--- src/rtl/digit_serial_alu.sv ---
`default_nettype none
// ============================================================================
// Module      : digit_serial_alu
// Description : Digit-serial ALU, DIGIT_W bits per cycle LSB first, with word2
//               length extension and early termination for ADD/SUB.
//               Define ALU_FLAGS_EN to add the z/n/c/v flag outputs.
// Revision    : 1.0 - initial release
// ============================================================================
module digit_serial_alu #(
    parameter int XLEN    = 32,
    parameter int DIGIT_W = 4,
    localparam int c_NDIG  = XLEN / DIGIT_W,
    localparam int c_IDX_W = (c_NDIG > 1) ? $clog2(c_NDIG) : 1
) (
    input  logic               clk,
    input  logic               rst_n,
    input  logic               start_valid,
    output logic               start_ready,
    input  logic [2:0]         op,
    input  logic [c_IDX_W-1:0] num_digits_m1,
    input  logic               w2_signed,
    input  logic [XLEN-1:0]    word1,
    input  logic [XLEN-1:0]    word2,
    output logic [XLEN-1:0]    result,
    output logic               result_valid,
    output logic               busy
`ifdef ALU_FLAGS_EN
    ,
    output logic               flag_z,
    output logic               flag_n,
    output logic               flag_c,
    output logic               flag_v
`endif
);

    typedef enum logic [1:0] {
        S_IDLE = 2'd0,
        S_RUN  = 2'd1,
        S_DONE = 2'd2
    } state_t;

    localparam logic [2:0] c_OP_ADD   = 3'd0;
    localparam logic [2:0] c_OP_SUB   = 3'd1;
    localparam logic [2:0] c_OP_AND   = 3'd2;
    localparam logic [2:0] c_OP_OR    = 3'd3;
    localparam logic [2:0] c_OP_XOR   = 3'd4;
    localparam logic [2:0] c_OP_PASS2 = 3'd5;
    localparam logic [c_IDX_W-1:0] c_IDX_LAST = c_IDX_W'(c_NDIG - 1);
    localparam logic [XLEN-1:0]    c_ONE      = XLEN'(1);

    if (XLEN % DIGIT_W != 0) begin : g_width_check
        $error("digit_serial_alu: XLEN must be a multiple of DIGIT_W");
    end

    state_t             r_state, w_state_nxt;
    logic [XLEN-1:0]    r_a, r_b, r_result;
    logic [2:0]         r_op;
    logic [c_IDX_W-1:0] r_nd, r_idx;
    logic               r_carry;

    logic               w_accept, w_run_done, w_early, w_is_arith, w_is_logic, w_sign;
    logic [XLEN-1:0]    w_ext_b, w_dig_mask, w_upper_mask, w_logic_full, w_res_nxt;
    logic [DIGIT_W-1:0] w_a_dig, w_b_dig, w_b_eff, w_bn_eff, w_logic_dig;
    logic [DIGIT_W:0]   w_sum;

    // word2 is trimmed to its significant digits and refilled with 0 or its top bit
    always_comb begin
        w_sign = 1'b0;
        for (int d = 0; d < c_NDIG; d++) begin
            if (num_digits_m1 == c_IDX_W'(d)) w_sign = word2[d*DIGIT_W + DIGIT_W - 1];
        end
        w_ext_b = '0;
        for (int i = 0; i < XLEN; i++) begin
            w_ext_b[i] = ((i / DIGIT_W) <= int'(num_digits_m1)) ? word2[i] : (w2_signed & w_sign);
        end
    end

    always_ff @(posedge clk or negedge rst_n) begin
        if (!rst_n) r_state <= S_IDLE;
        else        r_state <= w_state_nxt;
    end

    always_comb begin
        w_state_nxt  = r_state;
        start_ready  = 1'b0;
        busy         = 1'b0;
        result_valid = 1'b0;
        case (r_state)
            S_IDLE: begin
                start_ready = 1'b1;
                if (start_valid) w_state_nxt = S_RUN;
            end
            S_RUN: begin
                busy = 1'b1;
                if (w_run_done) w_state_nxt = S_DONE;
            end
            S_DONE: begin
                start_ready  = 1'b1;
                result_valid = 1'b1;
                w_state_nxt  = start_valid ? S_RUN : S_IDLE;
            end
            default: w_state_nxt = S_IDLE;
        endcase
    end

    assign w_accept = start_valid && start_ready;
    assign result   = r_result;

    always_comb begin
        w_is_arith   = (r_op == c_OP_ADD) || (r_op == c_OP_SUB);
        w_is_logic   = (r_op == c_OP_AND) || (r_op == c_OP_OR) || (r_op == c_OP_XOR);
        w_a_dig      = DIGIT_W'(r_a >> (int'(r_idx) * DIGIT_W));
        w_b_dig      = DIGIT_W'(r_b >> (int'(r_idx) * DIGIT_W));
        w_bn_eff     = DIGIT_W'(r_b >> ((int'(r_idx) + 1) * DIGIT_W));
        w_b_eff      = w_b_dig;
        if (r_op == c_OP_SUB) begin
            w_b_eff  = ~w_b_dig;
            w_bn_eff = ~w_bn_eff;
        end
        w_sum        = {1'b0, w_a_dig} + {1'b0, w_b_eff} + {{DIGIT_W{1'b0}}, r_carry};
        w_dig_mask   = XLEN'({DIGIT_W{1'b1}}) << (int'(r_idx) * DIGIT_W);
        w_upper_mask = ~((c_ONE << ((int'(r_idx) + 1) * DIGIT_W)) - c_ONE);

        case (r_op)
            c_OP_AND: begin w_logic_dig = w_a_dig & w_b_dig; w_logic_full = r_a & r_b; end
            c_OP_OR:  begin w_logic_dig = w_a_dig | w_b_dig; w_logic_full = r_a | r_b; end
            c_OP_XOR: begin w_logic_dig = w_a_dig ^ w_b_dig; w_logic_full = r_a ^ r_b; end
            default:  begin w_logic_dig = '0;                w_logic_full = '0;        end
        endcase

        // Past the significant length, an all-0 digit with no carry or an all-1
        // digit with carry leaves every remaining word1 digit unchanged.
        w_early = (r_idx >= r_nd) &&
                  (((w_bn_eff == '0) && !w_sum[DIGIT_W]) || ((w_bn_eff == '1) && w_sum[DIGIT_W]));

        w_run_done = 1'b1;
        w_res_nxt  = '0;
        if (w_is_arith) begin
            w_run_done = (r_idx == c_IDX_LAST) || w_early;
            w_res_nxt  = (r_result & ~w_dig_mask) |
                         (XLEN'(w_sum[DIGIT_W-1:0]) << (int'(r_idx) * DIGIT_W));
            if (w_run_done) w_res_nxt = (w_res_nxt & ~w_upper_mask) | (r_a & w_upper_mask);
        end else if (w_is_logic) begin
            w_run_done = (r_idx == r_nd);
            w_res_nxt  = (r_result & ~w_dig_mask) |
                         (XLEN'(w_logic_dig) << (int'(r_idx) * DIGIT_W));
            if (w_run_done) w_res_nxt = (w_res_nxt & ~w_upper_mask) | (w_logic_full & w_upper_mask);
        end else if (r_op == c_OP_PASS2) begin
            w_res_nxt  = r_b;
        end
    end

    always_ff @(posedge clk or negedge rst_n) begin
        if (!rst_n) begin
            r_a      <= '0;
            r_b      <= '0;
            r_op     <= '0;
            r_nd     <= '0;
            r_idx    <= '0;
            r_carry  <= 1'b0;
            r_result <= '0;
        end else if (w_accept) begin
            r_a      <= word1;
            r_b      <= w_ext_b;
            r_op     <= op;
            r_nd     <= num_digits_m1;
            r_idx    <= '0;
            r_carry  <= (op == c_OP_SUB);
        end else if (r_state == S_RUN) begin
            r_result <= w_res_nxt;
            r_carry  <= w_sum[DIGIT_W];
            if (!w_run_done) r_idx <= r_idx + c_IDX_W'(1);
        end
    end

`ifdef ALU_FLAGS_EN
    logic r_flag_z, r_flag_n, r_flag_c, r_flag_v;

    always_ff @(posedge clk or negedge rst_n) begin
        if (!rst_n) begin
            r_flag_z <= 1'b0;
            r_flag_n <= 1'b0;
            r_flag_c <= 1'b0;
            r_flag_v <= 1'b0;
        end else if ((r_state == S_RUN) && w_run_done) begin
            r_flag_z <= (w_res_nxt == '0);
            r_flag_n <= w_res_nxt[XLEN-1];
            r_flag_c <= w_is_arith && w_sum[DIGIT_W];
            r_flag_v <= w_is_arith &&
                        (r_a[XLEN-1] == (r_b[XLEN-1] ^ (r_op == c_OP_SUB))) &&
                        (w_res_nxt[XLEN-1] != r_a[XLEN-1]);
        end
    end

    assign flag_z = r_flag_z;
    assign flag_n = r_flag_n;
    assign flag_c = r_flag_c;
    assign flag_v = r_flag_v;
`endif

endmodule
`default_nettype wire

--- config.mk ---
export PLATFORM = sky130hd
export DESIGN_NAME = digit_serial_alu
export DESIGN_NICKNAME = d
export VERILOG_FILES = /design/src/rtl/digit_serial_alu.sv
export SDC_FILE = /design/constraint.sdc
export NUM_CORES = 1
export LEC_CHECK = 0
export ABC_AREA = 1
export BUFFER_PORTS_ARGS = -buffer_cell sky130_fd_sc_hd__buf_2
export CORE_MARGIN = 2
export CORE_UTILIZATION = 56
export CTS_CLUSTER_SIZE = 16
export DETAILED_ROUTE_END_ITERATION = 16
export PLACE_DENSITY_LB_ADDON = 0.15
export SYNTH_ARGS = -nofsm -noshare
export SYNTH_HDL_FRONTEND = slang
export SYNTH_SLANG_ARGS = --single-unit
--- constraint.sdc ---
create_clock -name clk -period 6.7 [get_ports clk]
set_input_delay 0.335 -clock clk [delete_from_list [all_inputs] [get_ports clk]]
set_output_delay 0.335 -clock clk [all_outputs]
set_load 0.1 [all_outputs]
==> summary.txt, run 1 <==
Timing
  • RSZ-0062 raised after global routing: false
  • FMAX: between 150 and 200 MHz
  • Max Slew Vio Count: 0
  • Clk_skew: 12.00 ps
  • Slew headroom: 0.2253
  • Final count of hold timing violations: 0
  • Tmin final: 5413 ps
  • Final setup fails: 0
  • Post-route clock period utilization: 0.8080
  • Worst slew pin tran: 1157 ps
  • Setup TNS: 0 ps

Routing
  • Final ANT Viol Nets: 0
  • Final WL: about 38000 um
  • First-pass iteration count of the detailed router: 11
  • DR iter-0 viols: approximately 1500
  • Drt wl/cell: 21.14 um
  • DR vias: 11100
  • Vias/cell: 6.256
  • DRC: 0

Run status
  • Status: complete, no violations

Clock tree
  • Num CTS Buffers: 9
  • Max clock buf depth: 2
  • Later-pin clock latency in the skew report: 370 ps
  • Clock tree root buffer cell: clkbuf_16
  • Post-CTS sizing: 0
  • Clock slew at reported path FFs: 90 ps
  • H-tree depth: 3
  • Clock sink count: 108
  • CTS tree: built

Global routing
  • Largest net degree at the start of global routing: 85
  • First-pass GRT wire length: between 50000 and 60000 um
  • GR Util All Layers: 0.4103
  • Initial antenna violation count: 0
  • Vias in the first global route: around 9800
  • Total grt overflow: 0

Floorplanning
  • Core area: 17240 um2
  • Starting Density: 0.5689
  • I/O pins: between 100 and 150
  • Chip height: 136.3 um
  • Die X: 136.3 um
  • Row cnt: 48
  • Die area: 18580 um2

Cells and area
  • Synthesis-to-finish area growth: 9.404%
  • Nets: 1707
  • Post-route cell area: 10730 um2
  • # diodes: 0
  • Layout cells sized above 1: 0.1156

Setup path
  • Critical Path Slowest Stage Cell: dfrtp_1
  • Delay-heaviest family, CP: compound AO/OA/AOI/OAI gates
  • Crit Path Max Fanout: 33
  • Arr. time, crit path: 5700 ps
  • Classification of the worst setup path: reg -> reg
  • Worst Setup SP: r_idx[1]$_DFFE_PN0P_
  • Crit-path cells: inv_2, nor2_2, inv_1, o221ai_1, o21ai_0, xnor2_1, fa_1, fa_1, o21ai_0, xor2_1, nand3_1, nand3_2, nand2_2, nand2_1, nand2_1, nand2_1, o21ai_1
  • Top cell by count, worst path: nand2_1
  • Data required, critical path: 6980 ps
  • CP Buf/Inv Count: 2
  • Worst Setup Start Kind: register
  • Crit. End Element: register
  • Reg2reg start: r_idx[1]$_DFFE_PN0P_
  • Slowest cell delay on critical path: between 600 and 700 ps

Flow run
  • MaxCap Viol Count: 0

Yosys
  • Synth Net Count: 1654
  • YS warnings: 0
  • Ys async rst share: 1.000
  • EDFF count, synth: 0
  • Most frequent cells after synthesis: 446 x nand2_1, 180 x nand3_1, 131 x inv_1
  • Yosys top cell by area: dfrtp_1
  • Synthesized area per cell: 6.577 um2
  • Flops & latches, synth: between 100 and 150
  • Post-synth top flop: dfrtp_1
  • Mapped Cells: 1491
  • Cell with the most instances after synthesis: nand2_1
  • Sequential fraction of the synthesis area: 0.2756
  • Syn Std Cell Area: 9806 um2
  • Top cell type's share of synthesized area: 0.2756
  • Distinct cells, synth: 46
  • Top cells by area, synth: dfrtp_1 28%, nand2_1 17%, ha_1 11%, nand3_1 9.2%, o21ai_0 5.8%

Place
  • Detail Placement HPWL: 27290 um
  • Area post-placement: 10420 um2
  • Routability cong.: 1.004
  • Buffers on Ports: 108

Worst hold path
  • Hold Path Origin: word2[0]
  • Hold crit path type: in -> reg
through the flow:
step	utilization	setup slack, ps	std cells	hold slack (ps)
6_report	0.6224	1287	1774	167.6
5_1_grt	0.6224	901.9	1774	175.9
4_1_cts	0.6224	1471	1774	170.3
3_5_place_dp	0.6046	1507	1757	300.7
3_3_place_gp	0.6046	1682	1757	295.3
2_1_floorplan	-	2874	1491	39.41
kinds of logic (layout without fill, tap and decap cells):
kind of cell / after synthesis / count (layout) / synth area share
AND/OR/NAND/NOR: 739 / 739 / 0.3175
AO/OA/AOI/OAI: 319 / 319 / 0.1909
buffers and inverters: 226 / 284 / 0.09149
flip-flops: 108 / 108 / 0.2756
adder cells (fa/ha/maj): 89 / 89 / 0.1151
XOR/XNOR: 8 / 8 / 0.007146
multiplexers: 2 / 2 / 0.002297
state kept, by name, summed over array words and instances (netlist names):
name,flops
r_nd,3
r_carry,1
result,32
r_idx,3
r_op,3
r_b,32
r_a,32
r_state,2
final timing paths:
| check | to | slack (ps) | depth (start not counted) |
|---|---|---|---|
| worst max-delay path | r_idx[0]$_DFFE_PN0P_ | 1290 | 17 |
| worst min-delay path | r_b[0]$_DFFE_PN0P_ | 170 | 3 |
| worst max register to register | r_idx[0]$_DFFE_PN0P_ | 1290 | 17 |
| worst min register to register | r_nd[1]$_DFFE_PN0P_ | 500 | 2 |
| max in group asynchronous | r_a[6]$_DFFE_PN0P_ | 4870 | 3 |
| min in group asynchronous | result[28]$_DFFE_PN0P_ | 440 | 2 |
worst reg2reg max path: cells and delay by family (launching register included):
kind | cells | cell delay, ps
xor+xnor | 2 | 270
compound gates | 4 | 1330
flops | 1 | 650
fa+ha+maj | 2 | 820
buf+inv | 2 | 970
simple gates | 7 | 1310
layout make-up:
cell class                      instances  area [um2]
Clock inverter                          6       67.56
Tap cell                              225       281.5
Clock buffer                           10       229.0
Multi-Input combinational cell       1157        6237
Inverter                              143       536.8
Timing Repair Buffer                  125       673.1
Fill cell                            1671        6509
Sequential cell                       108        2703
timing repair:
item / in CTS / in global routing
setup buffers: 0 / 0
hold endpoints to repair: 30 / 0
hold buffers: 1 / 0
placed cells by master (no fill, tap or decap), types with 2 or more instances in the layout:
| cell type | instances |
|---|---|
| o21a_1 | 3 |
| nand3_2 | 3 |
| o21ai_0 | 112 |
| buf_2 | 107 |
| inv_1 | 130 |
| a211oi_1 | 3 |
| o31ai_1 | 7 |
| nor2_2 | 3 |
| o21ai_1 | 9 |
| nand3_1 | 179 |
| nor2_1 | 82 |
| clkbuf_16 | 9 |
| inv_6 | 3 |
| clkinv_8 | 2 |
| o221ai_1 | 8 |
| a2111o_1 | 2 |
| nand2_2 | 10 |
| dfrtp_1 | 108 |
| nand4_1 | 5 |
| inv_2 | 12 |
| a31oi_1 | 5 |
| o2111ai_1 | 5 |
| ha_1 | 87 |
| xor2_1 | 5 |
| mux2_2 | 2 |
| nor2_4 | 2 |
| or2_2 | 3 |
| a21oi_1 | 94 |
| buf_4 | 17 |
| a22oi_1 | 23 |
| o211ai_1 | 32 |
| nand2_1 | 445 |
| a221oi_1 | 4 |
| xnor2_1 | 3 |
| o22ai_1 | 7 |
| a211o_1 | 3 |
| fa_1 | 2 |
layer usage:
metal,share of wire,global-route usage
met3,0.14,0.1309
met2,0.41,0.5731
met5,0,0
met4,0.035,0.1395
met1,0.42,0.5924
Power of run 1 is not shown: default switching activity piles up to over one toggle a cycle in this logic, so the estimate is an artifact.
==> inputs of run 2 (changes only) <==
- clock period: 6.7 -> 5.06 ns (I/O delays scaled with it)
==> summary.txt, run 2 (synthesis results as in run 1) <==
Timing
  • FMAX: 222.6 MHz (+20%)
  • Final setup fails: 0 (unchanged)
  • Tmin final: 4493 ps (-920.6 ps)
  • Worst slew pin tran: 1122 ps (-34.99 ps)
  • Final count of hold timing violations: 0 (unchanged)
  • RSZ-0062 raised after global routing: false
  • Slew headroom: 0.2487 (+0.02343)
  • Clk_skew: 8.237 ps (-3.764 ps)
  • Setup TNS: 0 ps (unchanged)
  • Post-route clock period utilization: 0.8879 (+0.07992)
  • Max Slew Vio Count: 0 (unchanged)

Worst hold path
  • Hold crit path type: in -> reg

Routing
  • Drt wl/cell: 21.18 um (+0.16%)
  • DR iter-0 viols: 1456 (-2.9%)
  • Final ANT Viol Nets: 0 (unchanged)
  • DRC: 0 (unchanged)
  • Vias/cell: 6.160 (-1.5%)
  • Final WL: 37780 um (+0.72%)
  • First-pass iteration count of the detailed router: 5 (-6)
  • DR vias: 10990 (-0.97%)

Floorplanning
  • Core area: 17240 um2 (unchanged)
  • Die area: 18580 um2 (unchanged)
  • Die X: 136.3 um (unchanged)
  • Row cnt: 48 (unchanged)
  • I/O pins: 109 (unchanged)
  • Chip height: 136.3 um (unchanged)
  • Starting Density: 0.5689 (unchanged)

Flow run
  • MaxCap Viol Count: 0 (unchanged)

Setup path
  • Arr. time, crit path: 4780 ps (-920 ps)
  • Worst Setup Start Kind: register
  • Crit Path Max Fanout: 23 (-30%)
  • Classification of the worst setup path: reg -> reg
  • Crit. End Element: register
  • Data required, critical path: 5350 ps (-1630 ps)

Clock tree
  • Later-pin clock latency in the skew report: 370 ps (about the same)
  • Post-CTS sizing: 0 (unchanged)
  • Clock tree root buffer cell: clkbuf_16
  • Num CTS Buffers: 9 (unchanged)
  • Clock slew at reported path FFs: 80 ps (about the same)
  • CTS tree: built
  • H-tree depth: 3 (unchanged)
  • Clock sink count: 108 (unchanged)
  • Max clock buf depth: 2 (unchanged)

Global routing
  • Initial antenna violation count: 0 (unchanged)
  • GR Util All Layers: 0.4127 (+0.002452)
  • Largest net degree at the start of global routing: 62 (-27%)
  • Vias in the first global route: 9690 (-1.1%)
  • First-pass GRT wire length: 57300 um (+0.31%)
  • Total grt overflow: 0 (unchanged)

Cells and area
  • Layout cells sized above 1: 0.1219 (+0.006315)
  • # diodes: 0 (unchanged)
  • Synthesis-to-finish area growth: 10.11%
  • Commonest non-fill, non-tap cell in the layout: nand2_1
  • Nets: 1718 (+0.64%)
  • Commonest cells after routing, fill and taps aside: 445 x nand2_1, 179 x nand3_1, 130 x inv_1
  • Post-route cell area: 10800 um2 (+0.64%)

Place
  • Buffers on Ports: 108 (unchanged)
  • Detail Placement HPWL: 28250 um (+3.5%)
  • Area post-placement: 10500 um2 (+0.79%)
  • Routability cong.: 1.008 (+0.42%)

Run status
  • Status: complete, no violations
-- run 2: layout make-up --
class                   count  area [um2]
clock buffers               9       225.2
clock inverters             6       57.56
flip-flops and latches    108        2703
inverters                 143       536.8
repair buffers            136       755.7
well taps                 225       281.5
multi-input cells        1157        6237
fillers                  1680        6440
-- run 2: worst max-delay path, cell delays in order, from the launching register on --
cell and delay (ps):
dfrtp_1 400, inv_2 320, nor2_2 60, inv_1 380
o221ai_1 160, o21ai_0 350, xnor2_1 140, fa_1 410
fa_1 420, o21ai_0 430, xor2_1 130, nand3_1 120
nand3_2 120, nand2_2 260, buf_4 340, nand2_1 80
nand2_1 60, nand2_1 50, a21oi_1 170
-- run 2: stage by stage --
step	cells	hold WS, ps	worst slack (ps)	utilization
detailed placement	1768	365.0	681.2	0.6094
global route	1784	93.33	197.0	0.6264
finish	1784	79.78	567.3	0.6264
CTS	1784	84.03	659.9	0.6264
floorplan	1491	-42.59	1234	-
global placement	1768	361.1	883.9	0.6094
-- run 2: final timing paths --
kind / start / to / slack, ps / cells past startpoint
max: r_idx[1]$_DFFE_PN0P_ / result[30]$_DFFE_PN0P_ / 570 / 18
min: word1[26] / r_a[26]$_DFFE_PN0P_ / 80 / 3
max reg2reg: r_idx[1]$_DFFE_PN0P_ / result[30]$_DFFE_PN0P_ / 570 / 18
min reg2reg: r_nd[2]$_DFFE_PN0P_ / r_nd[2]$_DFFE_PN0P_ / 490 / 2
max in group asynchronous: rst_n / r_a[7]$_DFFE_PN0P_ / 3400 / 3
min in group asynchronous: rst_n / result[26]$_DFFE_PN0P_ / 490 / 2
-- run 2: routing by layer --
metal / vias to the layer above / global-route usage / part of all wire
met5: - / 0 / 0
met4: 0 / 0.1100 / 0.021
met3: 61 / 0.1316 / 0.13
met2: 711 / 0.5885 / 0.42
met1: 5119 / 0.5982 / 0.43
li1: 5099 / - / -
-- run 2: timing repair --
item | 4_1_cts | 5_1_grt
endpoints found under the hold margin | 50 | 0
buffers inserted | 0 | 0
hold buffers | 1 | 0
Power of run 2 is left out for the same reason.
